==> config.mk <==
export PLATFORM = sky130hd
export DESIGN_NAME = vector_regfile_reader
export DESIGN_NICKNAME = d
export VERILOG_FILES = /design/src/rtl/vector_regfile_reader.sv
export SDC_FILE = /design/constraint.sdc
export NUM_CORES = 1
export LEC_CHECK = 0
export CAP_MARGIN = 20
export CORE_ASPECT_RATIO = 0.9
export CORE_MARGIN = 8
export CORE_UTILIZATION = 47
export DETAILED_ROUTE_END_ITERATION = 12
export PLACE_DENSITY = 0.91
export SLEW_MARGIN = 20
export SYNTH_ARGS = -nofsm -noshare
export SYNTH_HDL_FRONTEND = slang
export SYNTH_SLANG_ARGS = --single-unit
==> constraint.sdc <==
create_clock -name clk -period 3.1 [get_ports clk]
set_clock_uncertainty 0.15 [all_clocks]
set_input_delay 0.775 -clock clk [delete_from_list [all_inputs] [get_ports clk]]
set_output_delay 0.775 -clock clk [all_outputs]
set_load 0.02 [all_outputs]
==> src/rtl/vector_regfile_reader.sv <==
// vector_regfile_reader
//   Read-side sequencer for the vector register file. A start command walks
//   count_m1+1 consecutive registers from base_addr through the file's
//   combinational read port and streams each word on a valid/ready interface.
//
//   Optional feature macro: VREG_RD_PARITY_EN
//     When it is defined, the module has an extra output out_parity = ^out_data
//     (even parity). This bit is registered together with out_data.
//
// Ports
//   clk        system clock, rising edge
//   rst        asynchronous reset, active-low
//   start      command strobe, sampled only while idle
//   base_addr  first register to read
//   count_m1   number of words minus one
//   rd_addr    register file read address (addr_a)
//   rd_data    register file read data (vec_a), combinational
//   out_valid  out_data/out_addr/out_last hold a word
//   out_ready  consumer accepts the word when out_valid && out_ready
//   out_data   register contents
//   out_addr   register index of out_data
//   out_last   final word of the command
//   busy       sequencer is not idle
//   done       one-cycle pulse after the last word is accepted
//   out_parity (VREG_RD_PARITY_EN only) even parity of out_data
module vector_regfile_reader #(
  parameter int unsigned DATA_W = 32,
  parameter int unsigned ADDR_W = 3
) (
  input  logic              clk,
  input  logic              rst,
  input  logic              start,
  input  logic [ADDR_W-1:0] base_addr,
  input  logic [ADDR_W-1:0] count_m1,
  output logic [ADDR_W-1:0] rd_addr,
  input  logic [DATA_W-1:0] rd_data,
  output logic              out_valid,
  input  logic              out_ready,
  output logic [DATA_W-1:0] out_data,
  output logic [ADDR_W-1:0] out_addr,
  output logic              out_last,
  output logic              busy,
  output logic              done
`ifdef VREG_RD_PARITY_EN
  ,
  output logic              out_parity
`endif
);

  // The remaining counter needs one extra bit so that it can hold the full
  // register count.
  localparam int unsigned CNT_W = ADDR_W + 1;

  localparam logic [1:0] S_IDLE  = 2'd0;
  localparam logic [1:0] S_READ  = 2'd1;
  localparam logic [1:0] S_DRAIN = 2'd2;

  logic [1:0]        state, state_d;
  logic [CNT_W-1:0]  remaining, remaining_d;
  logic [ADDR_W-1:0] rd_addr_d;
  logic              out_valid_d;
  logic [DATA_W-1:0] out_data_d;
  logic [ADDR_W-1:0] out_addr_d;
  logic              out_last_d;
  logic              busy_d;
  logic              done_d;
  logic              cap_c;
  logic              last_word_c;
`ifdef VREG_RD_PARITY_EN
  logic              out_parity_d;
`endif

  // The output slot can take a new word when it is empty or is being drained
  // on this same edge.
  assign cap_c       = !out_valid || out_ready;
  assign last_word_c = (remaining == CNT_W'(1));

  // Next-state and next-output logic
  always_comb begin
    state_d      = state;
    remaining_d  = remaining;
    rd_addr_d    = rd_addr;
    out_valid_d  = out_valid;
    out_data_d   = out_data;
    out_addr_d   = out_addr;
    out_last_d   = out_last;
    done_d       = 1'b0;
`ifdef VREG_RD_PARITY_EN
    out_parity_d = out_parity;
`endif

    case (state)
      S_IDLE: begin
        rd_addr_d   = '0;
        remaining_d = '0;
        if (start) begin
          rd_addr_d   = base_addr;
          remaining_d = CNT_W'(count_m1) + CNT_W'(1);
          state_d     = S_READ;
        end
      end

      S_READ: begin
        // The file's read port is combinational, so rd_data belongs to
        // rd_addr in this cycle. A write on this same edge becomes visible
        // only after the edge.
        if (cap_c) begin
          out_data_d   = rd_data;
          out_addr_d   = rd_addr;
          out_valid_d  = 1'b1;
          out_last_d   = last_word_c;
`ifdef VREG_RD_PARITY_EN
          out_parity_d = ^rd_data;
`endif
          rd_addr_d    = rd_addr + ADDR_W'(1);
          remaining_d  = remaining - CNT_W'(1);
          if (last_word_c) begin
            state_d = S_DRAIN;
          end
        end
      end

      S_DRAIN: begin
        if (out_ready) begin
          out_valid_d = 1'b0;
          out_last_d  = 1'b0;
          done_d      = 1'b1;
          rd_addr_d   = '0;
          state_d     = S_IDLE;
        end
      end

      default: begin
        state_d     = S_IDLE;
        out_valid_d = 1'b0;
        out_last_d  = 1'b0;
        rd_addr_d   = '0;
        remaining_d = '0;
      end
    endcase

    busy_d = (state_d != S_IDLE);
  end

  // State and output registers
  always_ff @(posedge clk or negedge rst) begin
    if (!rst) begin
      state      <= S_IDLE;
      remaining  <= '0;
      rd_addr    <= '0;
      out_valid  <= 1'b0;
      out_data   <= '0;
      out_addr   <= '0;
      out_last   <= 1'b0;
      busy       <= 1'b0;
      done       <= 1'b0;
`ifdef VREG_RD_PARITY_EN
      out_parity <= 1'b0;
`endif
    end else begin
      state      <= state_d;
      remaining  <= remaining_d;
      rd_addr    <= rd_addr_d;
      out_valid  <= out_valid_d;
      out_data   <= out_data_d;
      out_addr   <= out_addr_d;
      out_last   <= out_last_d;
      busy       <= busy_d;
      done       <= done_d;
`ifdef VREG_RD_PARITY_EN
      out_parity <= out_parity_d;
`endif
    end
  end

endmodule

==> results.yml, run 1 <==
status:
  outcome: "finished, final reports clean"
floorplanning:
  die_h_um: 81.2
  die_area_sq_um: 7180
  start_util: 0.494
  io-pin-count: 84
  fp.coreArea_sq_um: 4490
  row_count: 23
  die_w_um: 88.4
yosys:
  synth_compound_area_frac: 0.0733
  synth_fa_ha_area_frac: 0.0226
  synth_xor_xnor_area_share: 0.00790
  async_reset_ff_frac: 1.00
  synth_nets: 203
  yosysMostFrequentCell: "dfrtp_1"
  synth_seq_cells: 48
  synth.top_cell.area_share: 0.541
  ys_seq_area_frac: 0.541
  syn-cell-area_sq_um: 2220
  muxShareOfSynthArea: 0.227
  yosys.area.top_type: "dfrtp_1"
  yosysWarnings: 0
  synth.avg_cell_area_sq_um: 14.1
  ys_top_cells_by_area: "dfrtp_1 54%, mux2_4 20%, mux2_2 3.0%"
  synth_common_cells: "48 x dfrtp_1, 29 x mux2_4"
  synth_ff_type: "dfrtp_1"
  synthSimpleGateAreaFrac: 0.0801
  netlist_instances: 157
  synth.distinct_cells: 36
  synth_top_family_by_area: "multiplexers"
  synth_edf_count: 0
drt:
  vias_per_cell: 5.21
  drcViolationCount: 0
  drtIter0Drc: 44
  wl_per_cell_um: 17.9
  antenna_left: 0
  routed_wl_mm: 5.51
  wl_met2_mm: 2.64
  num_vias: 1598
  drt_pass1_iterations: 4
  top_layer: "met4"
  wl_met3_um: 474
  met1_length_mm: 2.37
setup_path:
  required_ns: 3.13
  critPathMaxStageDelay_ns: 0.63
  r2r-end: "out_data[17]$_DFFE_PN0P_"
  start_kind: "input pin"
  crit_start: "out_ready"
  path_max_fanout: 14
  critPathArrivalTime_ns: 2.41
  crit_type: "in -> reg"
  reg2reg_depth: 4
  rr_startpoint: "state[0]$_DFF_PN0_"
  cp_cell_sequence: "clkdlybuf4s50_1 > nor2b_4 > nor2_8 > buf_4 > mux2_4"
  endpoint_kind: "flip-flop"
  r2r_slack_ns: 0.82
  crit_slowest_cell: "clkdlybuf4s50_1"
power:
  vdd_drop_max_mv: 0.532
  power.total_w: 0.00341
  leakage_nw: 1.42
  power.density_nw_per_um2: 1070
clocking:
  cts_buffers: 5
  cts_max_level: 2
  clk_latency_ns: 0.30
  clock-sinks: 48
  clkSlewWorstSetupHoldPaths_ns: 0.10
  postCtsHoldBufs: 0
  cts_tree: "yes"
  root_buffer: "clkbuf_8"
  post-cts-setup-buffers: 0
  clockBufferDepth: 2
  cts_resized: 0
grt:
  grt_use_total: 0.156
  grt_pass1_wl_mm: 8.74
  grt_max_degree: 29
  grt_overflow: 0
  grt_pass1_vias: 1740
  antenna_found_initial: 0
timing:
  max_slew_margin: 0.593
  tightest_slew_ns: 0.610
  setup_violations: 0
  final_hold_viol_count: 0
  rsz0062_at_grt: "no"
  maxSlewViolCount: 0
  hold_ws_ns: 0.327
  finalWorstSetupSlack_ns: 0.728
  max_clock_freq_ghz: 0.422
  fin_crit_sh: 0.765
  fin_crit_ns: 2.37
  setup_tns_ns: 0
placed_design:
  place_congestion: 0.870
  post_dp_cell_area_sq_um: 3080
  preCtsSetupSlack_ns: 0.416
  portBuffers: 83
  dpl.hpwl_mm: 4.19
min_path:
  worstHoldPathType: "in -> async"
final_layout:
  fin_area_sq_um: 3200
  final_nets: 290
  diodes: 0
  drive_gt1_frac: 0.208
  layout-area-overhead-vs-synth_pct: 44.0
run:
  cap_viol_max_count: 0
cells by family (layout without fill, tap and decap cells):
logic type,after synthesis,count (layout)
XOR/XNOR,2,2
adder cells (fa/ha/maj),4,4
multiplexers,35,35
buffers and inverters,13,101
AO/OA/AOI/OAI,25,25
AND/OR/NAND/NOR,30,30
flip-flops,48,48
worst max-delay path, delay by kind of cell:
family                 cells  cell delay, ns
buffers and inverters      2            0.90
multiplexers               1            0.31
AND/OR/NAND/NOR            2            0.41
per-layer routing:
metal	GRT usage	up-vias
met5	0	-
met4	0.0354	0
met3	0.0514	4
met2	0.264	65
met1	0.187	797
li1	-	732
layout by cell type (no fill, tap or decap), types with 2 or more instances in the layout:
cell	Yosys	layout
nand2_1	6	6
buf_4	0	3
mux2_4	29	29
a31oi_1	3	3
ha_1	4	4
clkbuf_8	0	5
nand2b_1	3	3
dfrtp_1	48	48
inv_1	6	6
a21oi_1	4	4
nand4_1	2	2
xor2_1	2	2
nand3_1	2	2
o22ai_1	3	3
o21ai_0	6	6
nor3_1	4	4
clkdlybuf4s50_1	0	82
mux2_2	6	6
nor2_1	6	6
flip-flops by register name, summed over array words and instances, names as in the netlist:
name and cells:
out_last 1, rd_addr 3, state 2, done 1, busy 1, out_addr 3, out_data 32, out_valid 1
remaining 4
metrics by stage:
stage,utilization,std cells
global placement,0.686,299
detailed placement,0.686,299
global route,0.712,307
finish,0.712,307
floorplan,-,157
CTS,0.712,307
power breakdown:
group          switching (W)  internal [W]  leakage (nW)
clock               0.000217      0.000243        0.0548
sequential          0.000224      0.000923         0.569
combinational       0.000808      0.000995         0.793
total                0.00125       0.00216          1.42
worst max path at each step:
stage	end	cells after the start
global route	out_data[17]$_DFFE_PN0P_	5
finish	out_data[17]$_DFFE_PN0P_	5
detailed placement	out_data[11]$_DFFE_PN0P_	5
floorplan	out_addr[0]$_DFFE_PN0P_	4
CTS	out_data[5]$_DFFE_PN0P_	5
global placement	out_data[17]$_DFFE_PN0P_	5
final cells by class:
type                    count  area (sq um)
well taps                  62          77.6
inverters                   6          22.5
clock inverters             3          46.3
clock buffers               5          68.8
multi-input cells          96           911
fillers                   317          1290
flip-flops and latches     48          1200
repair buffers             87           868
Power figures use the tool's default switching activity.
==> inputs of run 2 (changes only) <==
--- a/config.mk
+++ b/config.mk
@@ -8,9 +8,9 @@
 export CAP_MARGIN = 20
 export CORE_ASPECT_RATIO = 0.9
 export CORE_MARGIN = 8
-export CORE_UTILIZATION = 47
+export CORE_UTILIZATION = 44
 export DETAILED_ROUTE_END_ITERATION = 12
-export PLACE_DENSITY = 0.91
+export PLACE_DENSITY = 0.86
 export SLEW_MARGIN = 20
 export SYNTH_ARGS = -nofsm -noshare
 export SYNTH_HDL_FRONTEND = slang
==> constraint.sdc (replaced) <==
create_clock -name clk -period 2.2 [get_ports clk]
set_clock_uncertainty 0.15 [all_clocks]
set_input_delay 0.55 -clock clk [delete_from_list [all_inputs] [get_ports clk]]
set_output_delay 0.55 -clock clk [all_outputs]
set_load 0.02 [all_outputs]
==> run 2 against run 1 <==
Net effect: critical path type is now reg -> out; die area rose by 5.5%; global-route usage fell by 0.73 points; largest cell class unchanged; critical endpoint is now rd_addr[0]; wire length fell by 0.83%.
==> results.yml, run 2 (synthesized netlist as in run 1, its figures left out) <==
status:
  outcome: "finished, final reports clean"
run:
  cap_viol_max_count: 0
final_layout:
  layout-area-overhead-vs-synth_pct: 47.7
  drive_gt1_frac: 0.227
  diodes: 0
  final_nets: 296
  ff_latch_area_sq_um: 1200
  final_core_util: 0.673
  fillerInstances: 361
  multi_input_area_sq_um: 911
  mostFrequentLayoutCells: "82 x clkdlybuf4s50_1, 48 x dfrtp_1, 29 x mux2_4, 7 x buf_4"
  top_register: "out_data"
  largest_reg_flops: 32
  final_common_cell: "clkdlybuf4s50_1"
  reg_top3: "out_data: 32 flops, remaining: 4 flops"
grt:
  grt_pass1_wl_mm: 8.95
  grt_use_total: 0.148
  grt_pass1_vias: 1725
  grt_max_degree: 31
  antenna_found_initial: 0
  grt_overflow: 0
setup_path:
  start_kind: "flip-flop"
  reg2reg_depth: 4
  crit_buf_inv: 1
  critPathArrivalTime_ns: 1.39
  crit_type: "reg -> out"
  path_depth: 1
  crit_start: "rd_addr[0]$_DFFE_PN0P_"
  crit_slowest_cell: "clkdlybuf4s50_1"
  path_max_fanout: 5
  endpoint_kind: "output port"
  r2r_slack_ns: 0.45
  required_ns: 1.50
  cp_cell_sequence: "clkdlybuf4s50_1"
  path_delay_family: "buffers and inverters"
  critPathCapture: "rd_addr[0]"
  critPathMaxStageDelay_ns: 0.65
  r2r-end: "out_data[23]$_DFFE_PN0P_"
  rr_startpoint: "state[1]$_DFF_PN0_"
drt:
  drcViolationCount: 0
  routed_wl_mm: 5.46
  num_vias: 1593
  wl_per_cell_um: 17.3
  drtIter0Drc: 53
  antenna_left: 0
  drt_pass1_iterations: 4
  vias_per_cell: 5.04
timing:
  rsz0062_at_grt: "no"
  hold_ws_ns: 0.0236
  final_hold_viol_count: 0
  setup_violations: 0
  maxSlewViolCount: 0
  max_clock_freq_ghz: 0.480
  tightest_slew_ns: 0.442
  setup_tns_ns: 0
  fin_crit_sh: 0.948
  finalWorstSetupSlack_ns: 0.115
  max_slew_margin: 0.705
  fin_crit_ns: 2.09
placed_design:
  preCtsSetupSlack_ns: 0.0247
  place_congestion: 0.810
  portBuffers: 83
  dpl.hpwl_mm: 4.12
power:
  vdd_drop_max_mv: 0.735
  leakage_nw: 1.46
  power.density_nw_per_um2: 1490
clocking:
  clkSlewWorstSetupHoldPaths_ns: 0.09
  clock-sinks: 48
  cts_tree: "yes"
  post-cts-setup-buffers: 0
  clk_latency_ns: 0.30
  cts_buffers: 5
  postCtsHoldBufs: 0
  cts_max_level: 2
  cts_resized: 0
  root_buffer: "clkbuf_8"
  clockBufferDepth: 2
floorplanning:
  start_util: 0.456
  die_h_um: 83.4
  fp.coreArea_sq_um: 4860
  io-pin-count: 84
  die_w_um: 90.8
  row_count: 24
  die_area_sq_um: 7570
min_path:
  worstHoldPathType: "in -> async"
## run 2: cell types whose count changed in the layout (fill, tap and decap cells not counted), sizes merged
cell,change
buf,+6
clkbuf,+1
inv,-1
clkinv,+1
clkinvlp,-1
## run 2: how the worst min path moves through the flow
stage                                     to  slack [ns]
floorplan                     busy$_DFF_PN0_        0.10
global placement    out_data[24]$_DFFE_PN0P_        0.34
detailed placement   out_data[6]$_DFFE_PN0P_        0.34
CTS                 out_data[30]$_DFFE_PN0P_        0.02
global route         out_data[6]$_DFFE_PN0P_        0.04
finish              out_data[30]$_DFFE_PN0P_        0.02
## run 2: worst register-to-register path: stages (launching register included)
cell	delay (ns)
dfrtp_1	0.38
nand2b_1	0.33
nor2_8	0.25
buf_12	0.18
mux2_2	0.35
## run 2: through the flow
step	cell area, sq um	power, W	instances
6_report	3280	0.00488	316
2_1_floorplan	2220	0.00317	157
3_3_place_gp	3150	0.00416	308
5_1_grt	3280	0.00516	316
3_5_place_dp	3150	0.00424	308
4_1_cts	3280	0.00495	316
## run 2: layout make-up
class                   instances  area share
flip-flops and latches         48       0.367
repair buffers                 93       0.286
multi-input cells              96       0.278
inverters                       6     0.00688
clock inverters                 2      0.0118
well taps                      65      0.0248
clock buffers                   6      0.0252
## run 2: routing by layer
layer | up-vias | share of wire | GRT usage
met2 | 69 | 0.48 | 0.240
met5 | - | 0 | 0
met3 | 10 | 0.088 | 0.0665
li1 | 744 | - | -
met4 | 0 | 0.018 | 0.0550
met1 | 770 | 0.41 | 0.169
## run 2: report_power, final
part	internal, W	switching (W)
Combinational	0.00146	0.00118
Sequential	0.00130	0.000277
Clock	0.000372	0.000298
